## src/rtl/branch_decode.sv

```systemverilog
// Branch decoder: B/BL/B.cond/CBZ into a single registered result stage.
// Optional CBNZ decode is enabled by defining CBNZ_DECODE_EN.
module branch_decode (
    input  logic        clk,
    input  logic        reset,
    input  logic [31:0] instr,
    input  logic        in_valid,
    output logic        in_ready,
    input  logic        flag_wr,
    input  logic [3:0]  flags_in,
    input  logic        rt_zero,
    input  logic        flush,
    output logic        out_valid,
    input  logic        out_ready,
    output logic        Branch,
    output logic        UncondBr,
    output logic [63:0] BrAddr26,
    output logic [63:0] CondAddr19,
    output logic        link,
    output logic [3:0]  flags_q
);

    logic       accept;
    logic [3:0] eff_flags;
    logic       is_b;
    logic       is_bl;
    logic       is_bcond;
    logic       is_cbz;
    logic       is_cbnz;
    logic       d_branch;
    logic       d_uncond;
    logic       d_link;

    // Flags are {N,Z,V,C}; odd codes invert the base test except 111x
    function automatic logic cond_eval(input logic [3:0] cond,
                                       input logic [3:0] f);
        logic n, z, v, c, base;
        n = f[3];
        z = f[2];
        v = f[1];
        c = f[0];
        case (cond[3:1])
            3'b000:  base = z;
            3'b001:  base = c;
            3'b010:  base = n;
            3'b011:  base = v;
            3'b100:  base = c & ~z;
            3'b101:  base = (n == v);
            3'b110:  base = ~z & (n == v);
            default: base = 1'b1;
        endcase
        if (cond[0] && (cond[3:1] != 3'b111))
            return ~base;
        return base;
    endfunction

    assign in_ready  = !out_valid || out_ready;
    assign accept    = in_valid && in_ready && !flush;
    assign eff_flags = flag_wr ? flags_in : flags_q;

    assign is_b     = (instr[31:26] == 6'b000101);
    assign is_bl    = (instr[31:26] == 6'b100101);
    assign is_bcond = (instr[31:24] == 8'b01010100);
    assign is_cbz   = (instr[31:24] == 8'b10110100);
`ifdef CBNZ_DECODE_EN
    assign is_cbnz  = (instr[31:24] == 8'b10110101);
`else
    assign is_cbnz  = 1'b0;
`endif

    // Opcode classes are mutually exclusive; anything else is PC+4
    always_comb begin
        d_branch = 1'b0;
        d_uncond = 1'b0;
        d_link   = 1'b0;
        unique case (1'b1)
            is_b: begin
                d_branch = 1'b1;
                d_uncond = 1'b1;
            end
            is_bl: begin
                d_branch = 1'b1;
                d_uncond = 1'b1;
                d_link   = 1'b1;
            end
            is_bcond: d_branch = cond_eval(instr[3:0], eff_flags);
            is_cbz:   d_branch = rt_zero;
            is_cbnz:  d_branch = !rt_zero;
            default: ;
        endcase
    end

    // Architectural flags track every ALU flag write, handshake or not
    always_ff @(posedge clk or negedge reset) begin
        if (!reset)
            flags_q <= 4'b0000;
        else if (flag_wr)
            flags_q <= flags_in;
    end

    // Single output register: load on accept, hold while stalled
    always_ff @(posedge clk or negedge reset) begin
        if (!reset) begin
            out_valid  <= 1'b0;
            Branch     <= 1'b0;
            UncondBr   <= 1'b0;
            link       <= 1'b0;
            BrAddr26   <= 64'd0;
            CondAddr19 <= 64'd0;
        end else if (flush) begin
            out_valid  <= 1'b0;
        end else if (accept) begin
            out_valid  <= 1'b1;
            Branch     <= d_branch;
            UncondBr   <= d_uncond;
            link       <= d_link;
            BrAddr26   <= {{38{instr[25]}}, instr[25:0]};
            CondAddr19 <= {{45{instr[23]}}, instr[23:5]};
        end else if (out_ready) begin
            out_valid  <= 1'b0;
        end
    end

endmodule

```

## config.mk

```make
export PLATFORM = sky130hd
export DESIGN_NAME = branch_decode
export DESIGN_NICKNAME = d
export VERILOG_FILES = /design/src/rtl/branch_decode.sv
export SDC_FILE = /design/constraint.sdc
export NUM_CORES = 1
export LEC_CHECK = 0
export BUFFER_PORTS_ARGS = -buffer_cell sky130_fd_sc_hd__buf_2
export CAP_MARGIN = 10
export CORE_ASPECT_RATIO = 0.5
export CORE_UTILIZATION = 24
export CTS_BUF_LIST = sky130_fd_sc_hd__clkbuf_4 sky130_fd_sc_hd__clkbuf_8
export DETAILED_ROUTE_END_ITERATION = 8
export PLACE_DENSITY = 0.54
export SYNTH_ARGS = -nofsm -noshare
export SYNTH_HDL_FRONTEND = slang
export SYNTH_SLANG_ARGS = --single-unit
```

## constraint.sdc

```tcl
create_clock -name clk -period 1.5 [get_ports clk]
set_input_delay 0.3 -clock clk [delete_from_list [all_inputs] [get_ports clk]]
set_output_delay 0.3 -clock clk [all_outputs]
set_load 0.005 [all_outputs]
```

==> flow_metrics.py <==
metrics = {
    "setup_path": {
        "start_kind": "register",
        "worstPathRequired_ns": 1.67,
        "critical_path.cell_chain": "nor2b_4, nor3b_4, buf_6, buf_12, mux2_4",
        "path_buf_inv": 2,
        "slowest_delay_ns": 0.39,
        "reg2reg_to": "BrAddr26[13]",
        "path_delay_family": "flip-flops",
        "r2r_setup_slack_ns": 0.006,
        "criticalPathCategory": "reg -> reg",
        "ff2ff_path_depth": 5,
        "crit_arrival_ns": 1.66,
        "endpoint_kind": "register",
        "critPathMaxFanout": 8,
        "slowest_stage": "dfrtp_1",
        "regToRegStartpoint": "out_valid",
    },
    "synth": {
        "yosysTopAreaCell": "dfrtp_1",
        "syn_nets": 252,
        "async_reset_ff_share_pct": 100,
        "yosys_warnings": 0,
        "synth_cells": 209,
        "ys_ff_latch": 34,
        "ys_dominant_reg_cell": "dfrtp_1",
        "synth_commonest_cells": "102 x buf_4, 34 x dfrtp_1, 28 x mux2_2, 4 x inv_1, 4 x nand2b_1",
        "synth_area_per_cell_um2": 10.7,
        "yosys-top-cells-area": "dfrtp_1 38%, buf_4 34%, mux2_2 14%",
        "synth_most_common_cell": "buf_4",
        "syn-cell-area_um2": 2230,
        "synth.distinct_cells": 28,
        "synth_edf_count": 0,
        "ys_seq_area_share_pct": 38.2,
        "synth.top_cell.area_share_pct": 38.2,
    },
    "final_layout": {
        "drive_gt1_share_pct": 77.2,
        "syn_to_final_growth_pct": 29.4,
        "num_antenna_cells": 0,
        "fill_cells": 921,
        "nets": 349,
    },
    "floorplan": {
        "die_area_um2": 9690,
        "start_util_pct": 25.1,
        "coreArea_um2": 8860,
        "die_x_um": 138,
        "rows": 24,
        "die_y_um": 70.1,
        "io_pins": 180,
    },
    "placement": {
        "place_congestion": 0.708,
        "place.detailed.hpwl_mm": 3.49,
        "port_buffers": 179,
    },
    "power_and_ir_drop": {
        "vdd_drop_max_mv": 0.292,
        "pwr_density_cell_nw_per_um2": 1040,
        "power.total_mw": 3.01,
        "p_leak_nw": 1.56,
    },
    "grt": {
        "grt_max_degree": 49,
        "grt_first_pass_wirelength_mm": 6.57,
        "grt_usage_pct": 8.66,
        "grt_pass1_vias": 1320,
        "antenna_found_initial": 0,
        "grt_overflow_total": 0,
    },
    "detailed_routing": {
        "dr_total_vias": 1614,
        "via_per_inst": 3.81,
        "drcViolationCount": 23,
        "drt_iter0_markers": 71,
        "wl_per_cell_um": 11.0,
        "antenna_left": 0,
        "drtPass1Iterations": 6,
        "finalWirelength_mm": 4.67,
    },
    "cts": {
        "cts_tree": "yes",
        "clock_path_buffers": 2,
        "cts_htree_levels": 2,
        "cts-root-buf": "clkbuf_8",
        "clock-sinks": 34,
        "clk_pin_slew_worst_paths_ns": 0.07,
        "insertion_delay_ns": 0.28,
        "cts_buffers": 5,
    },
    "run": {
        "maxCapViolations": 0,
    },
    "timing": {
        "setup_viol": 0,
        "whs_ns": 0.213,
        "slew-limit-headroom_pct": 79.5,
        "worstMarginPinSlew_ns": 0.307,
        "min_period_ns": 1.49,
        "rsz0062_at_grt": "true",
        "report.final.slew_viol_count": 0,
        "worst_clock_skew_ns": 0.00432,
        "hold_viol_final": 0,
        "fin_crit_sh_pct": 99.6,
        "fmax_mhz": 669,
    },
    "hold_path": {
        "hold_end": "out_valid",
        "hold_path.startpoint": "flush",
        "hold-path-cell-count": 2,
        "hp-class": "in -> reg",
    },
    "status": {
        "status": "finished with violations",
        "violations": "DRC",
    },
}
layout by cell type, fill, tap and decap left out, types with 2 or more instances in the layout:
cell       instances
and3_1             2
buf_12             3
buf_2            179
buf_4              9
clkbuf_16          3
clkbuf_8           6
dfrtp_1           32
dfrtp_4            2
inv_1              4
mux2_2            14
mux2_4            15
mux2i_1            3
nand2_1            3
nand2b_1           4
nor2_1             3
nor3b_1            2
o22ai_1            2
or3_1              2
xor2_1             2
state kept, by name, summed over array words and instances (netlist names):
name	flops
out_valid	1
link	1
Branch	1
BrAddr26	26
flags_q	4
UncondBr	1
stage by stage:
| stage | util [%] | std cells | instance area [um2] | TNS (ns) | worst slack (ns) |
|---|---|---|---|---|---|
| 4_1_cts | 30.6 | 416 | 2710 | 0 | 0.00554 |
| 6_report | 32.5 | 424 | 2880 | 0 | 0.00571 |
| 3_5_place_dp | 29.3 | 407 | 2590 | -0.117 | -0.117 |
| 5_1_grt | 32.5 | 424 | 2880 | -0.567 | -0.0588 |
| 3_3_place_gp | 29.3 | 407 | 2590 | -0.113 | -0.113 |
| 2_1_floorplan | - | 209 | 2240 | 0 | 0.00637 |
cell type report:
| class | instances | area (um2) | share of cell area, % |
|---|---|---|---|
| clock buffer | 7 | 90.1 | 3.13 |
| clock inverter | 1 | 5.00 | 0.174 |
| inverter | 4 | 15.0 | 0.521 |
| multi-input combinational | 65 | 648 | 22.5 |
| sequential | 34 | 858 | 29.8 |
| tap | 117 | 146 | 5.08 |
| timing repair buffer | 196 | 1120 | 38.8 |
where the power goes:
group	internal, mW	switching [mW]	total [mW]
Combinational	0.656	0.423	1.08
Clock	0.388	0.319	0.707
Sequential	1.06	0.160	1.22
timing repair:
action | in CTS | in global routing
hold buffers | 1 | 0
pin swaps | 1 | 3
hold endpoints to repair | 7 | 0
gates cloned | 0 | 3
resized for setup | 3 | 17
endpoints found under the setup margin | 88 | 66
setup buffers | 0 | 5
worst register-to-register path, cell delays in order, from the launching register on:
cell and delay (ns):
dfrtp_1 0.39, nor2b_4 0.15, nor3b_4 0.21, buf_6 0.17, buf_12 0.15, mux2_4 0.31
per-layer routing:
metal | global-route usage, % | wire length [um] | vias up
met3 | 1.71 | 199 | 6
li1 | - | - | 780
met5 | 0 | 0 | -
met1 | 9.41 | 1740 | 767
met4 | 3.75 | 56 | 0
met2 | 16.6 | 2670 | 61
cells by family after synthesis:
| kind of cell | share of synthesized area [%] |
|---|---|
| buffers and inverters | 36.2 |
| flip-flops | 38.2 |
| XOR/XNOR | 0.787 |
| AND/OR/NAND/NOR | 5.51 |
| multiplexers | 16.2 |
| AO/OA/AOI/OAI | 3.09 |
worst max-delay path by stage:
stage / from / endpoint / slack (ns) / cells past startpoint
after floorplan: flag_wr / Branch / 0.006 / 6
after global placement: flag_wr / Branch / -0.11 / 6
after detailed placement: flag_wr / Branch / -0.12 / 6
after CTS: out_valid / BrAddr26[1] / 0.006 / 4
after global routing: flags_q[2] / Branch / -0.06 / 5
final: out_valid / BrAddr26[13] / 0.006 / 5
Note: power is estimated with default switching activity, not from simulation.
